$ cat src/rtl/hazard_pkg.sv
// Shared types and widths for the pipeline hazard controller.
// Used by hazard_ctrl and wait_timer.
package hazard_pkg;

    localparam int REG_ADDR_W = 5;
    localparam int WAIT_CNT_W = 8;

    typedef enum logic [1:0] {
        RUN   = 2'd0,
        WAIT  = 2'd1,
        ERROR = 2'd2
    } state_t;

endpackage

$ cat src/rtl/wait_timer.sv
// Loadable saturating counter of consecutive frozen cycles.
// Its terminal-count compare tells the FSM that memory has hung.
module wait_timer
    import hazard_pkg::*;
#(
    parameter int MEM_TIMEOUT = 16
) (
    input  logic clk,
    input  logic reset,
    input  logic load,
    input  logic clear,
    input  logic inc,
    output logic timeout
);

    localparam logic [WAIT_CNT_W-1:0] TERM_CNT = WAIT_CNT_W'(MEM_TIMEOUT - 1);

    logic [WAIT_CNT_W-1:0] wait_cnt_d;
    logic [WAIT_CNT_W-1:0] wait_cnt_q;

    // NOTE: give every combinational output a default first so no path leaves it unassigned and infers a latch.
    always_comb begin
        wait_cnt_d = wait_cnt_q;
        if (clear) begin
            wait_cnt_d = '0;
        end else if (load) begin
            wait_cnt_d = WAIT_CNT_W'(1);
        end else if (inc && (wait_cnt_q != '1)) begin
            wait_cnt_d = wait_cnt_q + WAIT_CNT_W'(1);
        end
    end

    // NOTE: sequential state uses non-blocking assignments so every flop samples its pre-edge inputs.
    always_ff @(posedge clk or posedge reset) begin
        if (reset) begin
            wait_cnt_q <= '0;
        end else begin
            wait_cnt_q <= wait_cnt_d;
        end
    end

    assign timeout = (wait_cnt_q == TERM_CNT);

endmodule

$ cat src/rtl/hazard_ctrl.sv
// Hazard/stall controller driving the stage-register enables and flushes of the 5-stage core.
// Optional performance counters are built when HAZARD_PERF_CNT_EN is defined.
module hazard_ctrl
    import hazard_pkg::*;
#(
    parameter int MEM_TIMEOUT = 16,
    parameter int CNT_W       = 32
) (
    input  logic                  clk,
    input  logic                  reset,
    input  logic                  MemRead_ex,
    input  logic [REG_ADDR_W-1:0] rdAddr_ex,
    input  logic [REG_ADDR_W-1:0] rs1Addr_id,
    input  logic [REG_ADDR_W-1:0] rs2Addr_id,
    input  logic                  rs1Used_id,
    input  logic                  rs2Used_id,
    input  logic                  BranchTaken_ex,
    input  logic                  MemAccess_mem,
    input  logic                  dmemReady,
    output logic                  PC_en,
    output logic                  IFID_en,
    output logic                  IDEX_en,
    output logic                  EXMEM_en,
    output logic                  IFID_flush,
    output logic                  IDEX_flush,
    output logic                  MEMWB_flush,
    output logic                  memErr
`ifdef HAZARD_PERF_CNT_EN
    ,
    output logic [CNT_W-1:0]      stallCycles,
    output logic [CNT_W-1:0]      flushCount
`endif
);

    state_t state_d, state_q;
    logic   mem_err_d, mem_err_q;
    logic   freeze, load_use;
    logic   tmr_load, tmr_clear, tmr_inc, tmr_timeout;

    assign freeze   = MemAccess_mem & ~dmemReady;
    assign load_use = MemRead_ex & (rdAddr_ex != '0) &
                      ((rs1Used_id & (rdAddr_ex == rs1Addr_id)) |
                       (rs2Used_id & (rdAddr_ex == rs2Addr_id)));

    wait_timer #(
        .MEM_TIMEOUT(MEM_TIMEOUT)
    ) u_wait_timer (
        .clk    (clk),
        .reset  (reset),
        .load   (tmr_load),
        .clear  (tmr_clear),
        .inc    (tmr_inc),
        .timeout(tmr_timeout)
    );

    // Ready on the final frozen cycle is checked before the timeout, so it wins.
    always_comb begin
        state_d   = state_q;
        mem_err_d = mem_err_q;
        tmr_load  = 1'b0;
        tmr_clear = 1'b0;
        tmr_inc   = 1'b0;
        unique case (state_q)
            RUN: begin
                if (freeze) begin
                    state_d  = WAIT;
                    tmr_load = 1'b1;
                end
            end
            WAIT: begin
                if (!freeze) begin
                    state_d   = RUN;
                    tmr_clear = 1'b1;
                end else if (tmr_timeout) begin
                    state_d   = ERROR;
                    mem_err_d = 1'b1;
                end else begin
                    tmr_inc = 1'b1;
                end
            end
            ERROR:   state_d = ERROR;
            default: state_d = RUN;
        endcase
    end

    always_ff @(posedge clk or posedge reset) begin
        if (reset) begin
            state_q   <= RUN;
            mem_err_q <= 1'b0;
        end else begin
            state_q   <= state_d;
            mem_err_q <= mem_err_d;
        end
    end

    assign memErr = mem_err_q;

    always_comb begin
        PC_en       = 1'b1;
        IFID_en     = 1'b1;
        IDEX_en     = 1'b1;
        EXMEM_en    = 1'b1;
        IFID_flush  = 1'b0;
        IDEX_flush  = 1'b0;
        MEMWB_flush = 1'b0;
        if (state_q == ERROR) begin
            PC_en    = 1'b0;
            IFID_en  = 1'b0;
            IDEX_en  = 1'b0;
            EXMEM_en = 1'b0;
        end else if (freeze) begin
            PC_en       = 1'b0;
            IFID_en     = 1'b0;
            IDEX_en     = 1'b0;
            EXMEM_en    = 1'b0;
            MEMWB_flush = 1'b1;
        end else if (BranchTaken_ex) begin
            // The ID instruction is wrong-path, so any load-use hazard on it is moot.
            IFID_flush = 1'b1;
            IDEX_flush = 1'b1;
        end else if (load_use) begin
            PC_en      = 1'b0;
            IFID_en    = 1'b0;
            IDEX_flush = 1'b1;
        end
    end

`ifdef HAZARD_PERF_CNT_EN
    logic [CNT_W-1:0] stall_cnt_d, stall_cnt_q;
    logic [CNT_W-1:0] flush_cnt_d, flush_cnt_q;

    always_comb begin
        stall_cnt_d = stall_cnt_q;
        flush_cnt_d = flush_cnt_q;
        if (!PC_en && (state_q != ERROR)) begin
            stall_cnt_d = stall_cnt_q + CNT_W'(1);
        end
        if (IFID_flush || IDEX_flush) begin
            flush_cnt_d = flush_cnt_q + CNT_W'(1);
        end
    end

    always_ff @(posedge clk or posedge reset) begin
        if (reset) begin
            stall_cnt_q <= '0;
            flush_cnt_q <= '0;
        end else begin
            stall_cnt_q <= stall_cnt_d;
            flush_cnt_q <= flush_cnt_d;
        end
    end

    assign stallCycles = stall_cnt_q;
    assign flushCount  = flush_cnt_q;
`endif

endmodule

$ cat config.mk
export PLATFORM = sky130hd
export DESIGN_NAME = hazard_ctrl
export DESIGN_NICKNAME = d
export VERILOG_FILES = /design/src/rtl/hazard_pkg.sv /design/src/rtl/wait_timer.sv /design/src/rtl/hazard_ctrl.sv
export SDC_FILE = /design/constraint.sdc
export NUM_CORES = 1
export LEC_CHECK = 0
export CAP_MARGIN = 15
export CELL_PAD_IN_SITES_DETAIL_PLACEMENT = 1
export CELL_PAD_IN_SITES_GLOBAL_PLACEMENT = 2
export CORE_MARGIN = 2
export CORE_UTILIZATION = 25
export CTS_BUF_LIST = sky130_fd_sc_hd__clkbuf_16
export DETAILED_ROUTE_END_ITERATION = 16
export PLACE_DENSITY_LB_ADDON = 0.1
export SKIP_CTS_REPAIR_TIMING = 1
export SLEW_MARGIN = 10
export SYNTH_ARGS = -nofsm -noshare
export SYNTH_HDL_FRONTEND = slang
export SYNTH_SLANG_ARGS = --single-unit
$ cat constraint.sdc
create_clock -name clk -period 3.2 [get_ports clk]
set_input_delay 0.96 -clock clk [delete_from_list [all_inputs] [get_ports clk]]
set_output_delay 0.96 -clock clk [all_outputs]
set_load 0.03 [all_outputs]
==> results of run 1 <==
## final timing paths
check | endpoint | depth (start not counted)
hold reg to reg | memErr | 1
hold / removal | memErr | 1
min in group asynchronous | u_wait_timer.wait_cnt_q[2] | 2
setup / recovery | IDEX_flush | 5
setup reg to reg | u_wait_timer.wait_cnt_q[7] | 5
max in group asynchronous | u_wait_timer.wait_cnt_q[4] | 2
## sequential cells by signal (all words and copies together) (netlist names)
| name | count |
|---|---|
| u_wait_timer.wait_cnt_q | 8 |
| state_q | 2 |
| memErr | 1 |
## metal layers
metal,part of all wire [%],vias to the layer above,wire length (um),GRT usage (%)
met5,0,-,0,0
met4,0.81,0,21,4.17
met3,3.5,3,90,3.42
li1,-,431,-,-
met1,45,424,1150,18.1
met2,51,14,1320,24.1
## stage by stage
step	TNS (ns)	hold slack (ns)	cells
floorplan	0	0.518	97
finish	0	0.465	182
global route	-0.0280	0.508	182
detailed placement	-2.32	0.460	178
CTS	-2.35	0.473	182
global placement	-2.27	0.451	178
## layout make-up
cell class / instances / area (sq um)
clock buffer: 3 / 75.1
clock inverter: 1 / 3.75
fill: 410 / 1930
inverter: 4 / 15.0
multi-input combinational: 77 / 596
sequential: 11 / 275
tap: 46 / 57.6
timing repair buffer: 40 / 360
## power groups by stage
stage	registers, mW	clock network, mW	logic [mW]
2_1_floorplan	0.149	0	0.0533
3_3_place_gp	0.150	0	0.108
3_5_place_dp	0.151	0	0.109
4_1_cts	0.149	0.235	0.110
5_1_grt	0.149	0.243	0.119
6_report	0.149	0.231	0.109
## placed cells by master (no fill, tap or decap), types with 2 or more instances in the layout
cell type / n
sky130_fd_sc_hd__inv_1: 5
sky130_fd_sc_hd__xor2_1: 7
sky130_fd_sc_hd__dfrtp_1: 11
sky130_fd_sc_hd__buf_4: 12
sky130_fd_sc_hd__buf_6: 2
sky130_fd_sc_hd__nor2b_1: 3
sky130_fd_sc_hd__nor4_2: 2
sky130_fd_sc_hd__nand4_1: 3
sky130_fd_sc_hd__nor4bb_1: 2
sky130_fd_sc_hd__nand2b_1: 2
sky130_fd_sc_hd__a21oi_1: 3
sky130_fd_sc_hd__nand2_1: 5
sky130_fd_sc_hd__or4_4: 2
sky130_fd_sc_hd__dlymetal6s2s_1: 11
sky130_fd_sc_hd__xor2_2: 2
sky130_fd_sc_hd__nor3_1: 3
sky130_fd_sc_hd__clkbuf_2: 8
sky130_fd_sc_hd__clkdlybuf4s50_1: 7
sky130_fd_sc_hd__o21ai_0: 3
sky130_fd_sc_hd__nand3_1: 4
sky130_fd_sc_hd__xnor2_1: 3
sky130_fd_sc_hd__clkbuf_16: 3
sky130_fd_sc_hd__and2_1: 2
sky130_fd_sc_hd__nor2_1: 4
sky130_fd_sc_hd__nor4_1: 2
sky130_fd_sc_hd__o21bai_1: 2
sky130_fd_sc_hd__mux2i_1: 2
## worst max-delay path: stages
cell and delay [ns]:
sky130_fd_sc_hd__clkdlybuf4s50_1 0.42, sky130_fd_sc_hd__nor2b_4 0.14, sky130_fd_sc_hd__or3_1 0.36, sky130_fd_sc_hd__o21bai_1 0.13, sky130_fd_sc_hd__buf_4 0.17
## cells by family (layout without fill, tap and decap cells)
kind of cell             after synthesis  in the layout  share of synthesized area [%]
AND/OR/NAND/NOR                       41             41                           28.3
multiplexers                           2              2                           2.33
buffers and inverters                  9             48                           4.94
AO/OA/AOI/OAI                         21             21                           18.8
XOR/XNOR                              12             12                           12.2
flip-flops                            11             11                           32.0
adder cells (fa/ha/maj)                1              1                           1.45
==> summary.md, run 1 <==
| Metric | Value |
|---|---|
| Result of the run | `finished clean` |
| Vias after detailed routing | `872` |
| Count of inserted antenna diode cells | `0` |
| Cell with the most instances after synthesis | `sky130_fd_sc_hd__dfrtp_1` |
| Post-Syn Instances | `97` |
| Category of the critical setup timing path | `input port to primary output` |
| Top flip-flop cell by instance count after synthesis | `sky130_fd_sc_hd__dfrtp_1` |
| Switching Power | `125 uW` |
| Fraction of power spent switching nets | `25.5%` |
| Wire length of the first global-routing pass | `4.39 mm` |
| Routability congestion estimate from global placement | `0.755` |
| Leakage power total | `0.655 nW` |
| Number of enable-type register cells in the synthesized netlist | `0` |
| Estimated wirelength of the detail-placed design | `2.08 mm` |
| Total grt overflow | `0` |
| Setup violations, final | `0` |
| TritonCTS clock tree | `done` |
| Final standard cell area without fillers | `1380 sq um` |
| Beginning of the worst hold path | `memErr` |
| Routed Antenna Nets | `0` |
| Share of power burned in combinational logic | `22.3%` |
| Floorplan row count | `21` |
| Y dimension of the die | `62.7 um` |
| Maxcap violations | `0` |
| Reg2Reg Setup Slack | `1.41 ns` |
| Async SR Flop Fraction | `100%` |
| First-pass detailed-route iteration total | `4` |
| Leading area contributor after synthesis | `sky130_fd_sc_hd__dfrtp_1` |
| Yosys reg bits | `11` |
| Slew margin rel. | `64.6%` |
| Ratio of cells with drive above 1 in the final layout | `27.9%` |
| Type of element launching the critical path | `input port` |
| Worst setup path start | `MemAccess_mem` |
| Startpoint of the most critical register-to-register path | `state_q[1]` |
| Via count of the first global-routing pass | `922` |
| Starting density of the core | `26.0%` |
| Total chip power | `489 uW` |
| Data arrival time of the critical path | `2.18 ns` |
| YS warnings | `0` |
| # DRC | `0` |
| RSZ-0062 raised after global routing | `yes` |
| All-layer global routing usage | `14.3%` |
| Final worst setup slack | `0.0558 ns` |
| Worst Clk Skew | `0.000523 ns` |
| Power density cells | `353 nW/um^2` |
| Number of pins with negative max-slew slack in the final report | `0` |
| Post-Route WL | `2.59 mm` |
| Clock network power share | `47.2%` |
| Sequential group share of total power | `30.5%` |
| Core outline area | `3310 sq um` |
| Total die area | `3930 sq um` |
| Slew of the pin with the lowest slew margin | `0.523 ns` |
| Post-placement worst setup slack | `-0.771 ns` |
| Iter 0 DRT Violations | `30` |
| Post-synth top area share | `32.0%` |
| Net count after synthesis | `121` |
| Data required time of the worst path | `2.24 ns` |
| Critical path peak fanout | `3` |
| Placed cell areas | `1260 sq um` |
| FMAX | `318 MHz` |
| Count of H-tree levels built during CTS | `1` |
| Antenna violations before repair | `0` |
| Utilization of the core after routing | `41.8%` |
| Pin count of the biggest net entering global routing | `12` |
| Area delta synth->final | `60.6%` |
| Clock Tree Buf Depth | `2` |
| Clk_lat worst skew | `0.24 ns` |
| Top post-synthesis cells by count | `11 x sky130_fd_sc_hd__dfrtp_1, 9 x sky130_fd_sc_hd__xor2_1, 5 x sky130_fd_sc_hd__nand2_1, 5 x sky130_fd_sc_hd__nor2_1` |
| Final hold violations | `0` |
| Mean Syn Cell Area | `8.87 sq um` |
| Cell chosen for the clock root | `sky130_fd_sc_hd__clkbuf_16` |
| Clock sink count | `11` |
| Number of CTS-inserted buffers | `3` |
| Die extent in x | `62.7 um` |
| Internal power | `364 uW` |
| Fin crit share | `98.3%` |
| Worst supply voltage drop on vdd | `0.233 mV` |
| CTS clock-pin slew for the worst setup and hold paths | `0.04 ns` |
| Leading post-synthesis cells by cell area | `sky130_fd_sc_hd__dfrtp_1 32%, sky130_fd_sc_hd__xor2_1 9.2%, sky130_fd_sc_hd__xnor2_1 3.1%, sky130_fd_sc_hd__nor2b_1 2.9%, sky130_fd_sc_hd__nor4_1 2.9%` |
| Post-route minimum period | `3.14 ns` |
| Mean routed wirelength per cell | `14.2 um` |
| Count of input and output buffers | `30` |
| Area of the mapped netlist | `861 sq um` |
| DR vias/cell | `4.79` |
| Netlist cell types | `42` |
| Total number of nets in the final design | `161` |
| Share of the yosys chip area belonging to registers | `32.0%` |
| Worst setup EP type | `primary output` |
| I/O pins | `31` |
| Worst hold path type | `flip-flop to flip-flop` |
Power figures use the tool's default switching activity.
==> run 2, diff against run 1 <==
==> constraint.sdc (replaced) <==
create_clock -name clk -period 3.45 [get_ports clk]
set_input_delay 1.035 -clock clk [delete_from_list [all_inputs] [get_ports clk]]
set_output_delay 1.035 -clock clk [all_outputs]
set_load 0.02 [all_outputs]
==> summary.md, run 2 (synthesized netlist as in run 1, its figures left out) <==
| Metric | Value |
|---|---|
| CTS clock-pin slew for the worst setup and hold paths | `0.04 ns (about the same)` |
| First-pass detailed-route iteration total | `2 (-2)` |
| Count of non-filler cells in the finished layout | `180 (-1.1%)` |
| Total die area | `3930 sq um (unchanged)` |
| Post-route minimum period | `3.36 ns` |
| Maxcap violations | `0 (unchanged)` |
| Iter 0 DRT Violations | `48 (+60%)` |
| Pin count of the biggest net entering global routing | `12 (unchanged)` |
| Post-Route WL | `2.48 mm (-4.4%)` |
| Master of the slowest instance on the critical path | `sky130_fd_sc_hd__clkdlybuf4s50_1` |
| Slowest cell delay on critical path | `0.41 ns (about the same)` |
| FMAX | `297 MHz` |
| Number of cells on the worst reg-to-reg path | `5 (unchanged)` |
| Number of CTS-inserted buffers | `3 (unchanged)` |
| Total number of nets in the final design | `159 (-1.2%)` |
| Reg2Reg Setup Slack | `1.64 ns (+0.23 ns)` |
| Sequential cell area | `275 sq um (unchanged)` |
| Reg2reg end | `u_wait_timer.wait_cnt_q[7]` |
| Cell chosen for the clock root | `sky130_fd_sc_hd__clkbuf_16` |
| Ratio of cells with drive above 1 in the final layout | `16.4% (-12 points)` |
| Final worst setup slack | `0.0866 ns (+0.0308 ns)` |
| Wire length of the first global-routing pass | `4.29 mm (-2.2%)` |
| Slew of the pin with the lowest slew margin | `0.533 ns (+0.00996 ns)` |
| Die extent in x | `62.7 um (unchanged)` |
| Sequence of cells on the critical path | `clkdlybuf4s50_1 > nor2b_2 > or3_1 > o21bai_1 > clkbuf_2` |
| Worst setup EP type | `primary output` |
| I/O pins | `31 (unchanged)` |
| Antenna violations before repair | `0 (unchanged)` |
| Placed insts | `176 (-1.1%)` |
| Layout filler cell count | `403 (-1.7%)` |
| Type of element launching the critical path | `input port` |
| Beginning of the worst hold path | `memErr` |
| Data arrival time of the critical path | `2.33 ns (+0.15 ns)` |
| Fin Setup TNS | `0 ns (unchanged)` |
| # DRC | `0 (unchanged)` |
| Y dimension of the die | `62.7 um (unchanged)` |
| Worst-case hold slack | `0.463 ns (-0.00212 ns)` |
| Area delta synth->final | `61.0%` |
| DR vias/cell | `4.89 (+2.0%)` |
| Count of input and output buffers | `30 (unchanged)` |
| Flip-flop count of the largest register after layout | `8 (unchanged)` |
| Register with the most flip-flops | `u_wait_timer.wait_cnt_q` |
| Setup violations, final | `0 (unchanged)` |
| Critical path peak fanout | `3 (unchanged)` |
| Clock Tree Buf Depth | `2 (unchanged)` |
| Clock sink count | `11 (unchanged)` |
| Count of H-tree levels built during CTS | `1 (unchanged)` |
| Vias after detailed routing | `880 (+0.92%)` |
| Final hold violations | `0 (unchanged)` |
| Post-placement worst setup slack | `-0.628 ns (+0.143 ns)` |
| Starting density of the core | `26.0% (unchanged)` |
| TritonCTS clock tree | `done` |
| Worst supply voltage drop on vdd | `0.144 mV (-38%)` |
| Routability congestion estimate from global placement | `0.735 (-2.6%)` |
| Result of the run | `finished clean` |
| Floorplan row count | `21 (unchanged)` |
| Number of pins with negative max-slew slack in the final report | `0 (unchanged)` |
| Core outline area | `3310 sq um (unchanged)` |
| Power density cells | `321 nW/um^2 (-9.3%)` |
| Utilization of the core after routing | `41.9% (+0.11 points)` |
| Endpoint of the worst hold path | `memErr` |
| RSZ-0062 raised after global routing | `no` |
| Fin crit share | `97.5%` |
| Via count of the first global-routing pass | `944 (+2.4%)` |
| Clk_lat worst skew | `0.24 ns (about the same)` |
| Count of inserted antenna diode cells | `0 (unchanged)` |
| Cell depth of the worst min-delay path | `1 (unchanged)` |
| Startpoint of the most critical register-to-register path | `state_q[1]` |
| Estimated wirelength of the detail-placed design | `2.01 mm (-3.5%)` |
| Data required time of the worst path | `2.41 ns (+0.17 ns)` |
| Total grt overflow | `0 (unchanged)` |
| Worst Clk Skew | `0.00401 ns (+0.00349 ns)` |
| Mean routed wirelength per cell | `13.8 um (-3.3%)` |
| Routed Antenna Nets | `0 (unchanged)` |
| Most common cell after layout, fill and taps aside | `sky130_fd_sc_hd__dlymetal6s2s_1` |
| Worst hold path type | `flip-flop to flip-flop` |
| Multi-input logic area | `559 sq um (-6.1%)` |
| All-layer global routing usage | `14.0% (-0.22 points)` |
| Slew margin rel. | `64.0% (-0.67 points)` |
| Category of the critical setup timing path | `input port to primary output` |
| Leakage power total | `0.690 nW (+5.3%)` |
| Commonest non-fill, non-tap cells in the layout | `17 x sky130_fd_sc_hd__dlymetal6s2s_1, 11 x sky130_fd_sc_hd__dfrtp_1, 10 x sky130_fd_sc_hd__clkdlybuf4s50_1` |
## run 2: how the worst max path moves through the flow
stage / start / endpoint / depth (start not counted)
floorplan: rdAddr_ex[1] / PC_en / 4
global placement: rdAddr_ex[1] / IFID_en / 5
detailed placement: rdAddr_ex[1] / IFID_en / 5
CTS: rdAddr_ex[1] / IFID_en / 5
global route: MemAccess_mem / IDEX_flush / 5
finish: MemAccess_mem / IDEX_flush / 5
## run 2: per-layer routing
metal,wire length [um],track usage [%]
met5,0,0
met4,70,9.17
met1,1170,18.1
met3,152,2.52
met2,1090,21.5
## run 2: power breakdown
| part | internal, mW | switching (mW) | total [mW] |
|---|---|---|---|
| sequential | 0.133 | 0.00613 | 0.139 |
| combinational | 0.0520 | 0.0409 | 0.0929 |
| clock | 0.152 | 0.0598 | 0.212 |
## run 2: layout make-up
type	count	area share (%)
clock buffer	3	5.42
sequential	11	19.9
multi-input combinational	77	40.3
inverter	4	1.08
clock inverter	1	0.271
timing repair buffer	38	28.9
tap	46	4.15
## run 2: worst max-delay path, delay by kind of cell
kind            cells  cell delay (ns)
buf+inv             2             0.60
compound gates      1             0.15
simple gates        2             0.53
## run 2: metrics by stage
stage / cell area [sq um] / power, mW
4_1_cts: 1330 / 0.452
5_1_grt: 1390 / 0.467
2_1_floorplan: 861 / 0.184
3_3_place_gp: 1250 / 0.233
6_report: 1390 / 0.444
3_5_place_dp: 1250 / 0.236
